`config.mk`:
```
export PLATFORM = sky130hd
export DESIGN_NAME = camera_capture
export DESIGN_NICKNAME = d
export VERILOG_FILES = /design/src/rtl/cam_pkg.sv /design/src/rtl/camera_capture.sv
export SDC_FILE = /design/constraint.sdc
export NUM_CORES = 1
export LEC_CHECK = 0
export ABC_AREA = 1
export CAP_MARGIN = 20
export CORE_ASPECT_RATIO = 0.75
export CORE_MARGIN = 2
export CORE_UTILIZATION = 55
export CTS_CLUSTER_DIAMETER = 30
export DETAILED_ROUTE_END_ITERATION = 12
export PLACE_DENSITY = 0.91
export RECOVER_POWER = 100
export SKIP_LAST_GASP = 1
export SYNTH_ARGS = -nofsm -noshare
export SYNTH_HDL_FRONTEND = slang
export SYNTH_SLANG_ARGS = --single-unit
```
`constraint.sdc`:
```
create_clock -name i_clk -period 4.4 [get_ports i_clk]
set_clock_uncertainty 0.15 [all_clocks]
set_input_delay 0.44 -clock i_clk [delete_from_list [all_inputs] [get_ports i_clk]]
set_output_delay 0.44 -clock i_clk [all_outputs]
set_load 0.02 [all_outputs]
```
`src/rtl/cam_pkg.sv`:
```
// Shared types and default geometry for the camera capture block.
// Imported by camera_capture; holds the capture FSM state type.
package cam_pkg;

    typedef enum logic [1:0] {
        IDLE      = 2'd0,
        ARM       = 2'd1,
        CAPTURE   = 2'd2,
        STOP_PEND = 2'd3
    } cap_state_t;

    localparam int CAM_DATA_W = 12;
    localparam int CAM_H_ACT  = 1280;
    localparam int CAM_V_ACT  = 960;
    localparam int CAM_X_W    = 11;
    localparam int CAM_Y_W    = 11;

endpackage

```
`src/rtl/camera_capture.sv`:
```
// Camera port capture: qualifies raw fval/lval/data into a pixel stream with X/Y.
// Ports: i_clk, i_rst_n, i_start, i_stop, i_fval, i_lval, i_data ->
//        o_data, o_valid, o_x, o_y, o_sof, o_frame_cnt, o_busy, o_err.
module camera_capture
    import cam_pkg::*;
#(
    parameter int DATA_W = CAM_DATA_W,
    parameter int H_ACT  = CAM_H_ACT,
    parameter int V_ACT  = CAM_V_ACT,
    parameter int X_W    = CAM_X_W,
    parameter int Y_W    = CAM_Y_W
) (
    input  logic              i_clk,
    input  logic              i_rst_n,
    input  logic              i_start,
    input  logic              i_stop,
    input  logic              i_fval,
    input  logic              i_lval,
    input  logic [DATA_W-1:0] i_data,
    output logic [DATA_W-1:0] o_data,
    output logic              o_valid,
    output logic [X_W-1:0]    o_x,
    output logic [Y_W-1:0]    o_y,
    output logic              o_sof,
    output logic [31:0]       o_frame_cnt,
    output logic              o_busy,
    output logic              o_err
);

    localparam logic [X_W-1:0] X_LIM = X_W'(H_ACT);
    localparam logic [Y_W:0]   Y_LIM = (Y_W+1)'(V_ACT);

    cap_state_t        state, state_nxt;
    logic              fv_q, lv_q, fv_p, lv_p;
    logic [DATA_W-1:0] d_q;
    logic [X_W-1:0]    x_q, x_cur;
    logic [Y_W-1:0]    y_q, y_cur;
    logic [Y_W:0]      y_end;
    logic              fv_rise, fv_fall, line_end, pix;
    logic              cap, emit, err_set, start_acc;

    always_comb begin
        fv_rise   = fv_q & ~fv_p;
        fv_fall   = fv_p & ~fv_q;
        // a line ends when it was active last cycle and is not now,
        // which also covers fval dropping while lval is still high
        line_end  = fv_p & lv_p & ~(fv_q & lv_q);
        pix       = fv_q & lv_q;
        start_acc = (state == IDLE) & i_start & ~i_stop;
        state_nxt = state;
        unique case (state)
            IDLE:      if (start_acc) state_nxt = ARM;
            ARM: begin
                if (i_stop)       state_nxt = IDLE;
                else if (fv_rise) state_nxt = CAPTURE;
            end
            CAPTURE:   if (i_stop)  state_nxt = STOP_PEND;
            STOP_PEND: if (fv_fall) state_nxt = IDLE;
            default:   state_nxt = IDLE;
        endcase
        // the frame-start cycle in ARM already carries the first pixel
        cap   = (state == CAPTURE) | (state == STOP_PEND)
              | ((state == ARM) & fv_rise & ~i_stop);
        x_cur = fv_rise ? '0 : x_q;
        y_cur = fv_rise ? '0 : y_q;
        y_end = {1'b0, y_q} + {{Y_W{1'b0}}, line_end};
        emit  = cap & pix & (x_cur < X_LIM) & ({1'b0, y_cur} < Y_LIM);
        err_set = cap & ((pix & ~emit)
                       | (line_end & (x_q != X_LIM))
                       | (fv_fall & (y_end != Y_LIM)));
    end

    assign o_busy = (state != IDLE);

    always_ff @(posedge i_clk or negedge i_rst_n) begin
        if (!i_rst_n) begin
            fv_q <= 1'b0;
            lv_q <= 1'b0;
            fv_p <= 1'b0;
            lv_p <= 1'b0;
            d_q  <= '0;
        end else begin
            fv_q <= i_fval;
            lv_q <= i_lval;
            fv_p <= fv_q;
            lv_p <= lv_q;
            d_q  <= i_data;
        end
    end

    always_ff @(posedge i_clk or negedge i_rst_n) begin
        if (!i_rst_n) begin
            state <= IDLE;
            x_q   <= '0;
            y_q   <= '0;
        end else begin
            state <= state_nxt;
            // counters saturate so oversize geometry cannot alias back
            if (line_end)
                x_q <= '0;
            else if (pix)
                x_q <= (x_cur == '1) ? x_cur : x_cur + 1'b1;
            if (fv_rise)
                y_q <= '0;
            else if (line_end && y_q != '1)
                y_q <= y_q + 1'b1;
        end
    end

    always_ff @(posedge i_clk or negedge i_rst_n) begin
        if (!i_rst_n) begin
            o_data      <= '0;
            o_valid     <= 1'b0;
            o_x         <= '0;
            o_y         <= '0;
            o_sof       <= 1'b0;
            o_frame_cnt <= '0;
            o_err       <= 1'b0;
        end else begin
            o_valid <= emit;
            o_sof   <= emit & (x_cur == '0) & (y_cur == '0);
            if (emit) begin
                o_data <= d_q;
                o_x    <= x_cur;
                o_y    <= y_cur;
            end
            if (start_acc)
                o_err <= 1'b0;
            else if (err_set)
                o_err <= 1'b1;
            if (start_acc)
                o_frame_cnt <= '0;
            else if (cap && fv_fall)
                o_frame_cnt <= o_frame_cnt + 32'd1;
        end
    end

endmodule

```
Word-level counts from Yosys, hierarchy flattened
Cells that the tools add are included.

Word-level logic and storage cells: 87. Input port bits: 18. Output and inout bits: 70. Flip-flop bits (word level): 109.

Equal/unequal tests: 11. Multiplexer cells: 17. Magnitude comparators: 2. Add/sub/neg operators: 4. Reductions and logical operators: 11. Bitwise gates (word level): 27.

Operators by type and width (number): $mux 11 (7); $mux 32 (2); $add 32x1->32 const B (1); $add 11x1->11 const B (2); $logic_not 11->1 (2); $ne 11x11->1 const B (2); $and 1x1->1 (18); $add 11x1->12 (1); $ne 12x10->1 const B (1); $eq 11x11->1 const B (1); $lt 11x10->1 const B (1); $lt 11x11->1 const B (1); $mux 2 (5); $reduce_bool 2->1 (5); $pmux 2 s4 (1); $ne 2x2->1 const B (3); $not 1->1 (5); $eq 2x2->1 const B (2); $or 1x1->1 (4); $reduce_and 4->1 (1); $ne 3x3->1 const B (1); $eq 2x1->1 const B (1); $logic_and 1x1->1 (2); $logic_not 2->1 (1); $mux 1 (2).

Longest topological paths before layout
Word-level depth: 15. Mapped depth: 16.

Worst setup path after synthesis
OpenSTA, ideal clock, no wires.

Path kind: register to register. Start point: register fv_q. End point: register o_err. Arrival: 1.868 ns. Required time: 4.114 ns. Setup time: 0.136 ns. Period minus slack after synthesis: 2.155 ns. Cell stages (with the launch flop): 17. Path slack: 2.245 ns. Path through: dfrtp_1 > nand2_1 > nand3_1 > inv_1 > ha_1 > ha_1 > inv_1 > nor2_1 > nand2_1 > nand2_1 > nand2_1 > nor2_1 > nand3_1 > nand2_1 > nand2_1 > nand2_1 > a21oi_1.

Cells in the longest elaborated chain, start to end: 13. Elaborated cells on any way between the ends: 26. Those cells by class: add/sub (1); order compare (2); eq/ne (1); mux (2); bitwise (19); reduce/logical (1).

RTL lines: start: declaration (line camera_capture.sv:34) `logic fv_q, lv_q, fv_p, lv_p;`; start signal: assignment (line camera_capture.sv:83) `fv_q <= i_fval;`; branches (longest 11 deep; another with $add 11x1->12); $and 1x1->1 (*) (line camera_capture.sv:68) `err_set = cap & ((pix & ~emit)`; $reduce_bool 2->1 (no source line) (*); end signal: assignment (line camera_capture.sv:118) `o_err <= 1'b0;`; end signal: assignment (line camera_capture.sv:128) `o_err <= 1'b0;`; end signal: assignment (line camera_capture.sv:130) `o_err <= 1'b1;`; end: declaration (line camera_capture.sv:27) `output logic o_err`.

Every way passes the cells marked *. A chain may end at the register's enable or synchronous reset.

Final worst setup path
Start point: register fv_p. End point: register x_q[5].

Cells in the longest elaborated chain, start to end: 7. Elaborated cells on any way between the ends: 11. Those cells by class: add/sub (1); eq/ne (1); mux (4); bitwise (4); reduce/logical (1).

RTL lines: start: declaration (line camera_capture.sv:34); start signal: assignment (line camera_capture.sv:85) `fv_p <= fv_q;`; $not 1->1 (*) (line camera_capture.sv:43) `fv_rise = fv_q & ~fv_p;`; $and 1x1->1 (*) (line camera_capture.sv:43); $mux 11 (*) (line camera_capture.sv:64) `x_cur = fv_rise ? '0 : x_q;`; net x_cur[0] (line camera_capture.sv:36) `logic [X_W-1:0] x_q, x_cur;`; $add 11x1->11 / $eq 11x11->1 (equally long branches) (line camera_capture.sv:102) `x_q <= (x_cur == '1) ? x_cur : x_cur + 1'b1;`; $mux 11 (*) (line camera_capture.sv:102); $mux 11 (*) (line camera_capture.sv:101) `else if (pix)`; $mux 11 (*) (line camera_capture.sv:99) `if (line_end)`; end signal: assignment (line camera_capture.sv:102); end: declaration (line camera_capture.sv:36).

The timed path passes the listed nets; every way through them passes the cells marked *. The select of a mux whose other input is x is not followed.

==> results.md <==
* Die height at 91.26 microns
* Leakage power at 3.380 nW
* TritonRoute pass-1 iters at 5
* Max stage delay on crit path at 0.78 ns
* Path type of the worst setup path: flip-flop to flip-flop
* Largest net degree at the start of global routing at 79
* GRT Util Overall at 28.54%
* Port bufs at 87
* Post-synthesis sequential area ratio at 48.85%
* Post-cts resize count at 0
* Worst path top cell family by delay: simple AND/OR/NAND/NOR gates
* Post-synth EDFFs at 0
* Failing checks: max-capacitance violations, max-slew violations
* Setup TNS at 0 ns
* Chip width at 120.4 microns
* R2R setup slack at between 1 and 1.5 ns
* Hold Vio Cnt, Final at 0
* Startpoint types: flip-flop
* Layout cells sized above 1 at ~3.1%
* Most used cell, CP: inv_1
* NumNets Final at 837
* Max Cap Viol at 1
* Worst hold stages at 0
* Yosys Warn Count at 0
* Vias at ~5300
* Max Clk Rate at between 300 and 400 MHz
* RR Startpoint: fv_p
* Final WS setup at approximately 1.1 ns
* Asr flop ratio synth at between 90% and 100%
* RSZ-0062 raised after global routing: no
* Clock buffer depth at 2
* Critical path buffer and inverter count at 3
* Final ANT Viol Nets at 0
* Cts bufs inserted at 9
* Top cells by area, synth: dfrtp_1 49%, nand2_1 15%, nor2_1 5.9%
* Critical-path top delay cell: nor3_1
* Crit share post-route at 75.15%
* HP Start: lv_q
* Distinct cell type count after synthesis at 37
* Minimum clock period at 3.307 ns
* Reg-to-Reg End: x_q[5]
* R2R cell count at 11
* Crit path DAT at 3.42 ns
* Area of the core at 9774 sq um
* Worst slew margin at -17.05%
* First-pass GRT wire length at 24830 microns
* Synth-to-Final Area Change at 21.38%
* Post-Syn Instances at 726
* Starting Density at 57.13%
* Overall routed net length at between 10000 and 15000 microns
* Vias in the first global route at 5022
* # diodes at 0
* Slew @ Worst Pin at 1.756 ns
* Num ports at slightly below 90
* Hold crit path type: flip-flop to flip-flop
* # rows at 31
* Avg Inst Size Synth at 7.692 sq um
* Final slew viol count at 73
* Post-Syn Nets at 750
* CTS tree: done
* Pwr Density at 416.9 nW/um^2
* GPL Wtd Cong at roughly 0.9
* Place WS at between 1.5 and 2 ns
* CP cell instances: inv_1 > nand2_1 > nand2_4 > inv_1 > ha_1 > nand4_1 > nor3_1 > inv_1 > nand3_1 > nand3_1 > o21ai_0
* Final setup viols at 0
* Top-area cell type share of the netlist area at 48.85%
* Crit Path Max Fanout at 23
* Die area at 10980 sq um
* Total gr overflow at 0
* Setup crit end kind: flip-flop
* Vias per cell at 5.541
* Iter 0 DRT Violations at 527
* Clock root buffer: clkbuf_16
* Commonest register cell after synthesis: dfrtp_1
* DP Wirelength at 10840 microns
* CTS H-tree depth at 3
* Clock latency on the worst-skew pair at 0.35 ns
* Sink Count at around 110
* Remaining DRCs at 0
* CP required at 4.51 ns
* Hold path endpoint: lv_p
* Worst vdd ir at 0.0002437 V
* Post-CTS Setup Bufs at 0
* FF+latch count, synth at 109
* Antenna violations before repair at 0
* Synth Cell Area at 5584 sq um
* Routed wire per std cell at between 15 and 20 microns
* Status: finished, violations left
* Most area-hungry cell type in the Yosys netlist: dfrtp_1
* Clock slew at reported path FFs at about 0.070 ns
## routing by layer
metal	share of wire, %	global-route usage (%)	vias to the layer above
li1	-	-	2489
met1	46	42.42	2508
met2	45	42.66	247
met3	7.9	5.716	20
met4	1.2	8.043	0
met5	0	0	-
## worst max-delay path by stage
stage / startpoint / end / slack, ns / cells past startpoint
finish: fv_p / x_q[5] / 1.09 / 11
global route: fv_q / o_data[2] / 0.80 / 8
CTS: fv_q / o_data[2] / 1.63 / 8
detailed placement: i_stop / o_frame_cnt[25] / 1.51 / 12
global placement: i_stop / o_frame_cnt[25] / 1.60 / 12
floorplan: fv_q / o_err / 2.25 / 16
## synth_stat cells (3+ instances only)
cell type	number
xnor2_1	6
nand3_1	39
buf_2	8
o21ai_0	45
nor3_1	14
nor2_1	88
nor2_2	4
nand4_1	13
nand2_1	223
o31ai_1	3
nor3_4	3
inv_1	84
dfrtp_1	109
nor2_4	4
ha_1	6
nand2_2	5
a21oi_1	31
clkbuf_1	6
xor2_1	8
## logic make-up (layout without fill, tap and decap cells)
kind of cell               Yosys count  after routing  synth area share (%)
xor gates and xnor gates            14             14                 2.196
DFF                                109            109                 48.85
buffers and inverters              102            194                 7.237
AOI/OAI and AO/OA                   93             93                 8.985
and+or+nand+nor                    402            402                 31.39
adders and majority gates            6              6                 1.344
## report_power, final
| part | switching (mW) | internal (mW) | total (mW) | leakage (nW) |
|---|---|---|---|---|
| Sequential | 0.121 | 1.14 | 1.26 | 1.45 |
| Clock | 0.372 | 0.447 | 0.819 | 0.140 |
| Combinational | 0.460 | 0.284 | 0.745 | 1.79 |
## registers in the layout (all words and copies together), names as in the netlist, named ones only
register and flops:
d_q 12, fv_p 1, fv_q 1, lv_p 1, lv_q 1, o_data 12
o_err 1, o_frame_cnt 32, o_sof 1, o_valid 1, o_x 11, o_y 11
state 1, x_q 11, y_q 11
## timing repair
item | 4_1_cts | 5_1_grt
hold endpoints to repair | 0 | 6
hold buffers | 0 | 1
endpoints found under the setup margin | 0 | 0
## cell usage in the layout, fill, tap and decap left out, types with 2 or more instances in the layout
cell,n
o21bai_1,2
nand2_1,225
dfrtp_1,109
nor2_1,95
nand2_2,4
nor4_1,2
nand4_1,14
clkbuf_1,4
ha_1,6
o21ai_0,46
xnor2_1,6
inv_1,86
nand3_1,40
o211ai_1,2
a21oi_1,31
o31ai_1,3
dlygate4sd3_1,86
clkinvlp_4,2
xor2_1,8
inv_6,2
nor3_1,16
a211oi_1,2
clkbuf_16,9
o22ai_1,2
## final cells by class
cell class / count / area [sq um]
clock buffer: 10 / 229.0
clock inverter: 6 / 71.32
fill: 791 / 2997
inverter: 86 / 322.8
multi-input combinational: 515 / 2367
sequential: 109 / 2728
tap: 132 / 165.2
timing repair buffer: 92 / 894.6
## metrics by stage
step                std cells  instance area, sq um  util (%)  total power, mW  hold WS, ns
CTS                       948                  6859     70.17            2.898       0.1391
detailed placement        932                  6559     67.10            2.083       0.2197
global route              950                  6778     69.34            2.974       0.2512
global placement          932                  6559     67.10            2.059       0.2137
floorplan                 726                  5584         -            1.702    -0.005591
finish                    950                  6778     69.34            2.825       0.2350
(Power assumes the default switching activity.)
